$ cat config.mk
export PLATFORM = sky130hd
export DESIGN_NAME = llr_frame_loader
export DESIGN_NICKNAME = d
export VERILOG_FILES = /design/src/rtl/decoder_pkg.sv /design/src/rtl/llr_saturate.sv /design/src/rtl/llr_frame_loader.sv
export SDC_FILE = /design/constraint.sdc
export NUM_CORES = 1
export LEC_CHECK = 0
export CAP_MARGIN = 20
export CORE_UTILIZATION = 50
export DETAILED_ROUTE_END_ITERATION = 8
export HOLD_SLACK_MARGIN = 0.06
export PLACE_DENSITY = 0.72
export SLEW_MARGIN = 20
export SYNTH_ARGS = -nofsm -noshare
export SYNTH_HDL_FRONTEND = slang
export SYNTH_SLANG_ARGS = --single-unit
$ cat constraint.sdc
create_clock -name clk -period 5.5 [get_ports clk]
set_input_delay 1.1 -clock clk [delete_from_list [all_inputs] [get_ports clk]]
set_output_delay 1.1 -clock clk [all_outputs]
set_load 0.03 [all_outputs]
$ cat src/rtl/decoder_pkg.sv
// Shared LDPC decoder types and default dimensions.
// Used by the frame loader and the min-sum decoder core.
package decoder_pkg;
  localparam int N_V_DEFAULT   = 44;
  localparam int LLR_W_DEFAULT = 6;
  localparam int LLR_MAX       = 2 ** (LLR_W_DEFAULT - 1) - 1;

  typedef logic signed [LLR_W_DEFAULT-1:0] llr_t;
endpackage

$ cat src/rtl/llr_saturate.sv
// Symmetric signed clip IN_W -> LLR_W; combinational, zero latency.
// No flow control; the most negative output code is never produced.
module llr_saturate #(
  parameter int IN_W  = 8,
  parameter int LLR_W = 6
) (
  input  logic signed [IN_W-1:0]  din,
  output logic signed [LLR_W-1:0] dout
);
  localparam int MAXV = 2 ** (LLR_W - 1) - 1;
  localparam logic signed [IN_W-1:0] POS_LIM = IN_W'(MAXV);
  localparam logic signed [IN_W-1:0] NEG_LIM = IN_W'(-MAXV);

  always_comb begin
    dout = din[LLR_W-1:0];
    if (din > POS_LIM) begin
      dout = LLR_W'(MAXV);
    end else if (din < NEG_LIM) begin
      dout = LLR_W'(-MAXV);
    end
  end
endmodule

$ cat src/rtl/llr_frame_loader.sv
// Saturates streamed LLRs into double-buffered N_V-sample frames; frame_valid one cycle after final accept.
// in_ready drops only while the bank being filled is still held by the decoder; no frame_ready->in_ready path.
module llr_frame_loader
  import decoder_pkg::*;
#(
  parameter int N_V   = N_V_DEFAULT,
  parameter int IN_W  = 8,
  parameter int LLR_W = LLR_W_DEFAULT
) (
  input  logic                   clk,
  input  logic                   rst,
  input  logic                   in_valid,
  output logic                   in_ready,
  input  logic [IN_W-1:0]        in_llr,
  input  logic                   in_last,
  output logic                   frame_valid,
  input  logic                   frame_ready,
  output logic [N_V*LLR_W-1:0]   frame_llr,
  output logic                   len_err
);
  localparam int IDX_W = (N_V > 1) ? $clog2(N_V) : 1;

  logic signed [LLR_W-1:0] bank_q [2][N_V];
  logic [1:0]              full_q;
  logic                    wr_bank_q;
  logic                    rd_bank_q;
  logic [IDX_W-1:0]        wr_idx_q;
  logic                    len_err_q;
  logic signed [LLR_W-1:0] sat_llr;
  logic                    accept;
  logic                    release_frame;
  logic                    at_last;

  llr_saturate #(
    .IN_W  (IN_W),
    .LLR_W (LLR_W)
  ) u_sat (
    .din  (in_llr),
    .dout (sat_llr)
  );

  assign in_ready      = !rst && !full_q[wr_bank_q];
  assign frame_valid   = full_q[rd_bank_q];
  assign accept        = in_valid && in_ready;
  assign release_frame = frame_valid && frame_ready;
  assign at_last       = (wr_idx_q == IDX_W'(N_V - 1));
  assign len_err       = len_err_q;

  // An early in_last aborts the frame, so its sample is not stored.
  always_ff @(posedge clk) begin
    if (rst) begin
      bank_q <= '{default: '0};
    end else if (accept && (at_last || !in_last)) begin
      bank_q[wr_bank_q][wr_idx_q] <= sat_llr;
    end
  end

  // Fill and release never hit the same bank: the writer stalls on a full one.
  always_ff @(posedge clk) begin
    if (rst) begin
      full_q    <= '0;
      wr_bank_q <= 1'b0;
      rd_bank_q <= 1'b0;
      wr_idx_q  <= '0;
      len_err_q <= 1'b0;
    end else begin
      if (accept) begin
        if (at_last) begin
          full_q[wr_bank_q] <= 1'b1;
          wr_bank_q         <= ~wr_bank_q;
          wr_idx_q          <= '0;
          if (!in_last) begin
            len_err_q <= 1'b1;
          end
        end else if (in_last) begin
          wr_idx_q  <= '0;
          len_err_q <= 1'b1;
        end else begin
          wr_idx_q <= wr_idx_q + IDX_W'(1);
        end
      end
      if (release_frame) begin
        full_q[rd_bank_q] <= 1'b0;
        rd_bank_q         <= ~rd_bank_q;
      end
    end
  end

  always_comb begin
    frame_llr = '0;
    for (int i = 0; i < N_V; i++) begin
      frame_llr[i*LLR_W +: LLR_W] = bank_q[rd_bank_q][i];
    end
  end
endmodule

# Word level (Yosys, flattened, before mapping)
# Cells that the tools add are included.
dict set report word_totals {
  inputBits 13
  out_inout_bits 267
  register_bits 539
  word_cells 157
}
dict set report op_classes {
  addsub 1
  muxes 27
  n_bitwise 8
  n_eq_ne 2
  reduce_logical 15
  order_cmp 11
}
# operator n
set op_table {}
lappend op_table {{264-bit two-way mux} 4}
lappend op_table {{528-bit bitwise mux} 1}
lappend op_table {{264-bit demux with 1-bit select} 1}
lappend op_table {{6-bit demux with 6-bit select} 1}
lappend op_table {{6-bit two-way mux} 5}
lappend op_table {{1-bit two-way mux} 9}
lappend op_table {{8-bit by 6-bit > comparator with 1-bit output (second input constant)} 1}
lappend op_table {{1-bit logical AND} 8}
lappend op_table {{8-bit by 6-bit < comparator with 1-bit output (second input constant)} 1}
lappend op_table {{2-bit two-way mux} 4}
lappend op_table {{7-bit >= comparator (second input constant)} 1}
lappend op_table {{7-bit by 1-bit < comparator with 1-bit output (second input constant)} 1}
lappend op_table {{6-bit inverter with 7-bit output} 1}
lappend op_table {{6-bit by 1-bit adder with 6-bit output (second input constant)} 1}
lappend op_table {{6-bit equality test (second input constant)} 1}
lappend op_table {{2-bit >= comparator (second input constant)} 2}
lappend op_table {{1-bit by 2-bit < comparator with 1-bit output (second input constant)} 2}
lappend op_table {{1-bit inverter with 2-bit output} 2}
lappend op_table {{1-bit zero test} 3}
lappend op_table {{3-bit AND reduction} 1}
lappend op_table {{2-bit AND} 1}
lappend op_table {{1-bit demux with 1-bit select} 2}
lappend op_table {{1-bit >= comparator (second input constant)} 2}
lappend op_table {{2-bit by 1-bit < comparator with 1-bit output (second input constant)} 1}
lappend op_table {{other kinds (7)} 8}

# Depth between registers and ports, before layout
# Gate-level depths: netlist (run 1).
dict set report logic_depth {
  word_depth 10
  mapped_depth 10
}

# Cells and area by module
# A second synthesis (run 1) with hierarchy kept.
dict set report hier_totals {
  cells_unflattened 2320
  area_unflattened_um2 22607.9
}
# module n_inst area_each_um2 cells_each
set by_module_without_submodules {}
lappend by_module_without_submodules {llr_frame_loader 1 22486.6 2297}
lappend by_module_without_submodules {llr_saturate 1 121.4 23}

# Worst setup path after synthesis (run 1)
# OpenSTA, ideal clock, no wires.
dict set report synth_timing {
  kind {input -> output}
  start {input port rst}
  end {output port in_ready}
  slack_ns 2.324
  required_ns 4.400
  cell_stages 4
  t_arrival_ns 2.076
  cell_sequence {clkbuf_1 -> clkbuf_1 -> buf_1 -> nor2_1}
}
dict set report synth_between {
  elab_chain_cells 2
}
# element line_no
set synth_lines {}
lappend synth_lines {{from (decl)} llr_frame_loader.sv:11} ;# input logic rst,
lappend synth_lines {{1-bit zero test} llr_frame_loader.sv:42} ;# assign in_ready = !rst && !full_q[wr_bank_q];
lappend synth_lines {{1-bit logical AND} llr_frame_loader.sv:42}
lappend synth_lines {{to (decl)} llr_frame_loader.sv:13} ;# output logic in_ready,
# Every way passes these cells.

# Worst setup path in the final report (run 1)
dict set report layout_timing {
  start {register rd_bank_q}
  end {output port frame_llr[74]}
}
dict set report layout_between {
  elab_chain_cells 4
}
# element line_no
set layout_lines {}
lappend layout_lines {{from (decl)} llr_frame_loader.sv:26} ;# logic rd_bank_q;
lappend layout_lines {{from (signal assigned)} llr_frame_loader.sv:84} ;# rd_bank_q <= ~rd_bank_q;
lappend layout_lines {{1-bit inverter with 2-bit output (implied by the code)} llr_frame_loader.sv:92} ;# frame_llr[i*LLR_W +: LLR_W] = bank_q[rd_bank_q][i];
lappend layout_lines {{264-bit two-way mux (3 in a row)} n/a}
lappend layout_lines {{to (decl)} llr_frame_loader.sv:18} ;# output logic [N_V*LLR_W-1:0] frame_llr,
# Every way passes these cells. The select of a mux whose other input is x is not followed.

==> key figures, run 1 <==
CTS
  – Clock root cell: clkbuf_16
  – CTS tree: done
  – CTS max path bufs: 3
  – Clock Pin Slew Worst Setup and Hold Paths: 60 ps
  – CTS Hold Buffers Added: 0
  – Sink Count: 539
  – H-tree levels: 2
  – CTS Buf Count: 56
  – Post-CTS setup buffer count: 0
  – Worst-Skew Late Latency: 600 ps
  – Post-CTS sizing: 0

Yosys
  – Synth unique cells: 42
  – Flop and latch count out of synthesis: 539
  – Post-Syn Area: 23600 µm²
  – Mean Syn Cell Area: 10.6 µm²
  – Synth Net Count: 2230
  – Prevailing post-synth register cell: dfxtp_1
  – Post-synthesis sequential area ratio: 45.8%
  – Ys Warns: 0
  – Mapped Cells: 2215
  – Post-synth EDFFs: 0
  – Async SR Flop Fraction: 0%

Worst hold path
  – Worst Hold Class: flip-flop to flip-flop

Detailed routing
  – DRT Pass-1 Iters: 5
  – WL/cell: 19.8 µm
  – Met1 wire length: 27.3 mm
  – Vias per cell: 5.45
  – DRC Markers: 0
  – Metal2 WL: 28.4 mm
  – Iteration-0 DRC Markers: 1068
  – Routed vias: 16600
  – Highest routed layer: met5
  – Final ANT Viol Nets: 0
  – Final WL: 60.3 mm
  – DR WL met3: 2.74 mm

Global routing
  – Vias in the first global route: 16600
  – Initial antenna violation count: 1
  – Pin count of the biggest net entering global routing: 234
  – Total grt overflow: 0
  – First-pass GRT wire length: 94.3 mm
  – GRT Util Overall: 25.0%

Critical path
  – Cell Chain, Critical Path: buf_4 -> mux2_2 -> clkdlybuf4s50_1
  – CP required: 4400 ps
  – Crit start category: flip-flop
  – Critical path class: flip-flop to output pin
  – Critical Path AT: 3090 ps
  – CP endpoint kind: output pin
  – Max FO, Critical Path: 45
  – Crit-path slowest cell: dfxtp_4
  – Slowest stage delay, CP: 840 ps

STA
  – Slew margin rel.: 29.2%
  – Final Setup Violations: 0
  – RSZ-0062 raised after global routing: no
  – Tcrit/Tclk final: 76.3%
  – Worst slew pin tran: 1060 ps
  – Final min period: 4190 ps
  – FMAX: 238 MHz
  – Final Max Tran Viols: 0
  – Final TNS setup: 0 ps
  – Final Hold Violating Endpoints: 0
  – Clk_skew: 18.2 ps

Layout
  – # diodes: 0
  – Proportion of layout cells with a drive suffix above 1: 20.0%
  – Area growth from synthesis to layout: 20.9%
  – Fin nets: 2412
  – Most frequent cells in the layout: nor2_1, dfxtp_1, mux2i_1
  – Commonest non-fill, non-tap cell in the layout: nor2_1
  – # fillers: 3785
  – Post-Route Utilization: 61.2%

Floorplan
  – Io pins: 280
  – Num rows: 79
  – Die area: 48000 µm²
  – Die width: 219 µm
  – Die height: 219 µm
  – Core area: 46600 µm²
  – Initial core utilization: 50.7%

Power and ir drop
  – Worst vdd ir: 0.000234 V
  – Cell Pwr Density: 282 nW/µm²
  – Leakage power: 10.0 nW

Placed design
  – Gpl congestion: 0.774
  – IO buf count: 279
  – HPWL after DPL: 37.2 mm

Job
  – Max-cap viol count: 0

Run status
  – Outcome: finished, final reports clean
## final timing paths
check / slack, ps / depth (start not counted) / start / end
worst max-delay path: 1310 / 3 / rd_bank_q$_SDFFE_PP0P_ / frame_llr[74]
worst min-delay path: 480 / 2 / bank_q[299]$_SDFFE_PP0P_ / bank_q[299]$_SDFFE_PP0P_
worst min register to register: 480 / 2 / bank_q[299]$_SDFFE_PP0P_ / bank_q[299]$_SDFFE_PP0P_
worst max register to register: 1840 / 8 / wr_idx_q[0]$_SDFFE_PP0P_ / bank_q[9]$_SDFFE_PP0P_
## stage by stage
stage                     setup WS (ps)  area (µm²)  hold WS, ps  power [mW]  std cells
after global routing               1220       28500          505        8.29       3046
after detailed placement           1540       26600          472        4.30       2946
after CTS                          1270       28500          489        8.11       3046
final                              1310       28500          485        8.04       3046
after floorplan                    2320       23600          454        4.20       2215
after global placement             1630       26600          464        4.29       2946
## worst max-delay path: cells and delay by family, from the launching register on
| kind | cells | cell delay (ps) |
|---|---|---|
| buffers and inverters | 2 | 1170 |
| muxes | 1 | 430 |
| DFF | 1 | 840 |
## cell families after synthesis
logic type	share of synthesized area [%]
buffers and inverters	3.70
and+or+nand+nor	15.5
AOI/OAI and AO/OA	3.33
adders and majority gates	0.106
DFF	45.8
xor gates and xnor gates	0.223
muxes	31.4
## flip-flops by register name (all words and copies together) (netlist names)
name       cells
full_q         2
wr_idx_q       6
len_err        1
rd_bank_q      1
bank_q       528
wr_bank_q      1
## cells in the mapped netlist, types with 6 or more instances
| cell type | n | area share [%] |
|---|---|---|
| xnor2_1 | 6 | 0.22 |
| nor3_2 | 18 | 0.76 |
| nor3_4 | 62 | 4.3 |
| clkbuf_1 | 142 | 2.3 |
| mux2_2 | 266 | 13 |
| buf_2 | 15 | 0.32 |
| buf_6 | 9 | 0.43 |
| dfxtp_1 | 539 | 46 |
| mux2i_1 | 440 | 19 |
| buf_4 | 6 | 0.19 |
| nor2_1 | 543 | 8.6 |
| nor4_4 | 8 | 0.72 |
| a211oi_1 | 88 | 2.8 |
| buf_1 | 10 | 0.16 |
## report_power, final
part           switching (mW)  internal (mW)  total, mW
Clock                    1.55           2.28       3.83
Combinational           0.248         0.0550      0.303
Sequential            0.00356           3.91       3.91
Total                    1.80           6.24       8.04
## final cells by class
cell class	instances	area (µm²)	area share, %
flip-flops and latches	539	10800	37.9
multi-input cells	1487	12000	42.1
repair buffers	310	3080	10.8
clock buffers	81	1630	5.71
well taps	607	759	2.66
clock inverters	19	234	0.821
inverters	3	11.3	0.0395
## layer usage
metal | track usage [%] | vias up
met1 | 33.2 | 8070
met5 | 0 | -
met2 | 40.8 | 393
met3 | 3.96 | 112
li1 | - | 8022
met4 | 9.00 | 2
(Power assumes the default switching activity.)
==> inputs of run 2 (changes only) <==
Clock period 5.5 ns to 4.3 ns, I/O delays scaled along.
==> run 2 against run 1 <==
  * Clock skew shrank 1.8 ps
  * Via count grew 0.16%
  * Largest cell class unchanged
  * Sequential power grew 28%
  * Clock power grew 34%
  * Critical path depth is the same
  * Cell count grew 0.26%
  * Power grew 31%
  * Critical endpoint is now frame_llr[64]
  * Setup slack lost 700 ps
  * Sequential share of layout area shrank 0.34 points
==> key figures, run 2 (same netlist as run 1, synthesis figures left out) <==
Critical path
  – Critical path class: flip-flop to output pin
  – CP endpoint kind: output pin
  – Crit start category: flip-flop
  – FF-to-FF path depth: 8 (unchanged)
  – R2R Path Start: wr_idx_q[0]$_SDFFE_PP0P_
  – CP required: 3440 ps (-960 ps)
  – R2R Path End: bank_q[231]$_SDFFE_PP0P_
  – Max FO, Critical Path: 42 (-6.7%)
  – R2R setup slack: 790 ps (-1050 ps)
  – Critical Path AT: 2830 ps (-260 ps)

CTS
  – Post-CTS sizing: 0 (unchanged)
  – CTS Buf Count: 55 (-1.8%)
  – Post-CTS setup buffer count: 0 (unchanged)
  – H-tree levels: 2 (unchanged)
  – Sink Count: 539 (unchanged)
  – CTS Hold Buffers Added: 0 (unchanged)
  – CTS max path bufs: 3 (unchanged)
  – CTS tree: done
  – Clock root cell: clkbuf_16
  – Clock Pin Slew Worst Setup and Hold Paths: 60 ps (about the same)
  – Worst-Skew Late Latency: 610 ps (about the same)

Layout
  – Proportion of layout cells with a drive suffix above 1: 20.4% (+0.43 points)
  – Most frequent cells in the layout: nor2_1, dfxtp_1, mux2i_1
  – # diodes: 0 (unchanged)
  – Commonest non-fill, non-tap cell in the layout: nor2_1
  – Fin nets: 2416 (+0.17%)
  – Post-Route Utilization: 61.8% (+0.55 points)
  – Area growth from synthesis to layout: 22.0%
  – # fillers: 3778 (-0.18%)
  – Biggest register: bank_q
  – Max reg flops: 528 (unchanged)
  – Largest regs: bank_q (528), wr_idx_q (6), full_q (2)

Floorplan
  – Die height: 219 µm (unchanged)
  – Die area: 48000 µm² (unchanged)
  – Core area: 46600 µm² (unchanged)
  – Io pins: 280 (unchanged)
  – Die width: 219 µm (unchanged)
  – Initial core utilization: 50.7% (unchanged)
  – Num rows: 79 (unchanged)

Placed design
  – IO buf count: 279 (unchanged)
  – HPWL after DPL: 36.9 mm (-0.65%)
  – Gpl congestion: 0.795 (+2.8%)

STA
  – Worst slew pin tran: 1070 ps (+6.15 ps)
  – Final min period: 3690 ps
  – Clk_skew: 16.4 ps (-1.80 ps)
  – FMAX: 271 MHz
  – Final Max Tran Viols: 0 (unchanged)
  – Final Hold Violating Endpoints: 0 (unchanged)
  – RSZ-0062 raised after global routing: no
  – Tcrit/Tclk final: 85.8%
  – Final Setup Violations: 0 (unchanged)
  – Final TNS setup: 0 ps (unchanged)
  – Slew margin rel.: 28.8% (-0.41 points)

Global routing
  – First-pass GRT wire length: 93.6 mm (-0.80%)
  – Pin count of the biggest net entering global routing: 209 (-11%)
  – Initial antenna violation count: 2 (+1)
  – GRT Util Overall: 24.8% (-0.15 points)
  – Vias in the first global route: 16700 (+0.31%)
  – Total grt overflow: 0 (unchanged)

Detailed routing
  – DRC Markers: 0 (unchanged)
  – Final ANT Viol Nets: 0 (unchanged)
  – WL/cell: 19.7 µm (-0.44%)
  – DRT Pass-1 Iters: 5 (unchanged)
  – Routed vias: 16600 (+0.16%)
  – Final WL: 60.2 mm (-0.18%)
  – Iteration-0 DRC Markers: 1054 (-1.3%)
  – Vias per cell: 5.44 (about the same)

Power and ir drop
  – Cell Pwr Density: 366 nW/µm² (+30%)
  – Worst vdd ir: 0.000319 V (+37%)
  – Leakage power: 10.1 nW (+1.1%)

Worst hold path
  – Worst Hold Launch: bank_q[103]$_SDFFE_PP0P_
  – Hold Path Depth: 2 (unchanged)
  – Hold endpoint: bank_q[103]$_SDFFE_PP0P_
  – Worst Hold Class: flip-flop to flip-flop

Job
  – Max-cap viol count: 0 (unchanged)

Run status
  – Outcome: finished, final reports clean
==> run 2: cell count changes in the layout (fill, tap and decap cells not counted), sizes merged <==
cell	before	now
inv	6	5
bufinv	5	8
clkinv	10	14
buf	33	38
clkbuf	81	78
==> run 2: critical path, stage by stage, from the launching register on <==
cell             delay, ps
dfxtp_4                850
buf_4                  360
mux2_2                 360
clkdlybuf4s50_1        620
==> run 2: power by group <==
part / leakage [nW] / internal (mW) / switching [mW]
Sequential: 4.34 / 5.00 / 0.00447
Clock: 0.980 / 3.11 / 2.02
Combinational: 4.80 / 0.0734 / 0.315
==> run 2: area by class of cell <==
type | instances | area, µm² | area share (%)
inverters | 3 | 11.3 | 0.0391
repair buffers | 315 | 3220 | 11.2
clock buffers | 78 | 1630 | 5.65
flip-flops and latches | 539 | 10800 | 37.5
well taps | 607 | 759 | 2.64
clock inverters | 25 | 350 | 1.22
multi-input cells | 1487 | 12000 | 41.7
==> run 2: worst max path at each step <==
stage | startpoint | endpoint | slack [ps] | cells past startpoint
2_1_floorplan | wr_idx_q[1]$_SDFFE_PP0P_ | bank_q[415]$_SDFFE_PP0P_ | 1530 | 10
3_3_place_gp | in_last | bank_q[242]$_SDFFE_PP0P_ | 790 | 6
3_5_place_dp | in_last | bank_q[501]$_SDFFE_PP0P_ | 670 | 6
4_1_cts | rd_bank_q$_SDFFE_PP0P_ | frame_llr[64] | 560 | 3
5_1_grt | rd_bank_q$_SDFFE_PP0P_ | frame_llr[76] | 520 | 3
6_report | rd_bank_q$_SDFFE_PP0P_ | frame_llr[64] | 610 | 3
==> run 2: metrics by stage <==
stage / area [µm²] / hold slack [ps] / power, mW / cells / worst slack [ps]
global placement: 26800 / 457 / 5.49 / 2950 / 791
finish: 28800 / 487 / 10.5 / 3054 / 609
CTS: 28800 / 489 / 10.6 / 3054 / 565
floorplan: 23600 / 454 / 5.38 / 2215 / 1530
detailed placement: 26800 / 465 / 5.50 / 2951 / 674
global route: 28800 / 509 / 10.8 / 3054 / 520
==> run 2: routing by layer <==
layer  wire length [µm]  track usage [%]  vias to the layer above
met5                 33                0                        -
met1              27400             32.8                     8136
li1                   -                -                     8023
met4               1440             7.82                        4
met2              28800             41.4                      369
met3               2510             3.92                       94
==> inputs of run 3 (changes only) <==
Settings changed: CELL_PAD_IN_SITES_DETAIL_PLACEMENT set to 0, CELL_PAD_IN_SITES_GLOBAL_PLACEMENT set to 1, CORE_UTILIZATION 50 to 44, PLACE_DENSITY 0.72 to 0.79.
==> run 3 against run 2 <==
  * The run now ends with design-rule violations left
  * Highest routed layer unchanged
  * Critical endpoint is now frame_llr[31]
  * First-iteration DRC count fell by 14%
  * Critical path type unchanged
  * Register-to-register slack improved by 110 ps
  * Cell count is 2.6% higher
==> key figures, run 3 (same netlist as run 1, synthesis figures left out) <==
CTS
  – Worst-Skew Late Latency: 620 ps (about the same)
  – Sink Count: 539 (unchanged)
  – Clock Pin Slew Worst Setup and Hold Paths: 60 ps (about the same)
  – Clock root cell: clkbuf_16
  – Post-CTS sizing: 0 (unchanged)
  – H-tree levels: 2 (unchanged)
  – CTS Buf Count: 57 (+3.6%)
  – CTS max path bufs: 3 (unchanged)
  – CTS Hold Buffers Added: 0 (unchanged)
  – Post-CTS setup buffer count: 0 (unchanged)
  – CTS tree: done

Placed design
  – Gpl congestion: 0.758 (-4.8%)
  – Post-DP Area: 26900 µm² (+0.50%)
  – HPWL after DPL: 37.8 mm (+2.3%)
  – Post-place setup slack: 774 ps (+99.8 ps)
  – IO buf count: 279 (unchanged)

Power and ir drop
  – Leakage power: 10.1 nW (-0.22%)
  – Cell Pwr Density: 362 nW/µm² (-1.1%)
  – Worst vdd ir: 0.000270 V (-15%)

Detailed routing
  – Iteration-0 DRC Markers: 911 (-14%)
  – WL/cell: 19.6 µm (-0.43%)
  – Final WL: 61.5 mm (+2.1%)
  – Routed vias: 16500 (-1.0%)
  – Final ANT Viol Nets: 0 (unchanged)
  – DRC Markers: 26 (+26)
  – DRT Pass-1 Iters: 7 (+2)
  – Vias per cell: 5.25 (-3.5%)

STA
  – Tcrit/Tclk final: 85.1% (-0.70 points)
  – RSZ-0062 raised after global routing: no
  – Final TNS setup: 0 ps (unchanged)
  – Clk_skew: 28.4 ps (+11.9 ps)
  – Final Setup Violations: 0 (unchanged)
  – Crit path setup slack, layout: 639 ps (+30.2 ps)
  – Final Max Tran Viols: 0 (unchanged)
  – Worst slew pin tran: 1090 ps (+22.9 ps)
  – Final Hold Violating Endpoints: 0 (unchanged)
  – Final min period: 3660 ps (-30.2 ps)
  – Slew margin rel.: 27.3% (-1.5 points)
  – FMAX: 273 MHz (+0.83%)

Floorplan
  – Die height: 234 µm (+6.5%)
  – Initial core utilization: 44.7% (-6.0 points)
  – Io pins: 280 (unchanged)
  – Num rows: 84 (+6.3%)
  – Die width: 234 µm (+6.5%)
  – Die area: 54500 µm² (+14%)
  – Core area: 52800 µm² (+13%)

Layout
  – # diodes: 0 (unchanged)
  – Proportion of layout cells with a drive suffix above 1: 20.1% (-0.26 points)
  – Commonest non-fill, non-tap cell in the layout: nor2_1
  – Area growth from synthesis to layout: 22.3%
  – Largest regs: bank_q (528), wr_idx_q (6), full_q (2)
  – Final Instance Area: 28800 µm² (+0.23%)
  – Fin nets: 2418 (+0.083%)
  – Most frequent cells in the layout: nor2_1, dfxtp_1, mux2i_1
  – # fillers: 4566 (+21%)
  – Max reg flops: 528 (unchanged)
  – Biggest register: bank_q

Critical path
  – Crit-path slowest cell: dfxtp_4
  – Crit start category: flip-flop
  – Slowest stage delay, CP: 770 ps (-80 ps)
  – FF-to-FF path depth: 8 (unchanged)
  – R2R Path End: bank_q[337]$_SDFFE_PP0P_
  – Max FO, Critical Path: 46 (+9.5%)
  – R2R Path Start: wr_idx_q[0]$_SDFFE_PP0P_
  – Cell Chain, Critical Path: buf_12 -> mux2_2 -> clkdlybuf4s50_1
  – Critical Path AT: 2800 ps (-30 ps)
  – Worst setup path end: frame_llr[31]
  – Critical path class: flip-flop to output pin
  – CP required: 3440 ps (about the same)
  – R2R setup slack: 900 ps (+110 ps)
  – Crit. Startpoint: rd_bank_q$_SDFFE_PP0P_
  – CP endpoint kind: output pin

Worst hold path
  – Hold Path Depth: 2 (unchanged)
  – Worst Hold Class: flip-flop to flip-flop

Global routing
  – Pin count of the biggest net entering global routing: 230 (+10%)
  – Vias in the first global route: 16700 (-0.084%)
  – First-pass GRT wire length: 95.8 mm (+2.4%)
  – Initial antenna violation count: 2 (unchanged)
  – GRT Util Overall: 22.5% (-2.3 points)
  – Total grt overflow: 0 (unchanged)

Run status
  – Outcome: finished with violations
  – Failing checks: design-rule violations

Job
  – Max-cap viol count: 0 (unchanged)
## run 3: changes by cell type in the layout (fill, tap and decap cells not counted), sizes merged
cell	change
clkbuf	+9
clkinv	-8
clkinvlp	-1
bufinv	-3
## run 3: critical path: cells and delay by family (launching register included)
family | cells | cell delay [ps]
buffers and inverters | 2 | 930
DFF | 1 | 770
muxes | 1 | 410
## run 3: routing by layer
| metal | share of wire, % | global-route usage [%] | vias to the layer above |
|---|---|---|---|
| li1 | - | - | 8026 |
| met1 | 46 | 30.1 | 8035 |
| met2 | 48 | 37.4 | 305 |
| met3 | 3.9 | 3.22 | 85 |
| met4 | 2.4 | 7.10 | 4 |
| met5 | 0.044 | 0 | - |
## run 3: worst min-delay path by stage
stage | from | to | slack [ps]
3_5_place_dp | bank_q[34]$_SDFFE_PP0P_ | bank_q[34]$_SDFFE_PP0P_ | 480
6_report | bank_q[199]$_SDFFE_PP0P_ | bank_q[199]$_SDFFE_PP0P_ | 490
4_1_cts | bank_q[109]$_SDFFE_PP0P_ | bank_q[109]$_SDFFE_PP0P_ | 490
2_1_floorplan | bank_q[100]$_SDFFE_PP0P_ | bank_q[100]$_SDFFE_PP0P_ | 450
3_3_place_gp | bank_q[73]$_SDFFE_PP0P_ | bank_q[73]$_SDFFE_PP0P_ | 470
5_1_grt | bank_q[34]$_SDFFE_PP0P_ | bank_q[34]$_SDFFE_PP0P_ | 510
## run 3: power by group
| part | total, mW | switching [mW] | internal, mW |
|---|---|---|---|
| Clock | 5.03 | 2.00 | 3.03 |
| Combinational | 0.397 | 0.319 | 0.0781 |
| Sequential | 5.00 | 0.00454 | 5.00 |
| Total | 10.4 | 2.32 | 8.11 |
## run 3: final cells by class
type	instances	area, µm²	area share [%]
multi-input cells	1487	12000	41.6
clock inverters	13	198	0.686
flip-flops and latches	539	10800	37.4
clock buffers	87	1720	5.97
repair buffers	315	3240	11.2
inverters	3	11.3	0.0391
well taps	688	861	2.99
## run 3: metrics by stage
stage / total power [mW] / hold WS [ps] / util [%] / cells
floorplan: 5.38 / 454 / - / 2215
detailed placement: 5.52 / 475 / 51.0 / 3032
global route: 10.8 / 506 / 54.6 / 3132
CTS: 10.6 / 492 / 54.6 / 3132
finish: 10.4 / 487 / 54.6 / 3132
global placement: 5.51 / 466 / 51.0 / 3032
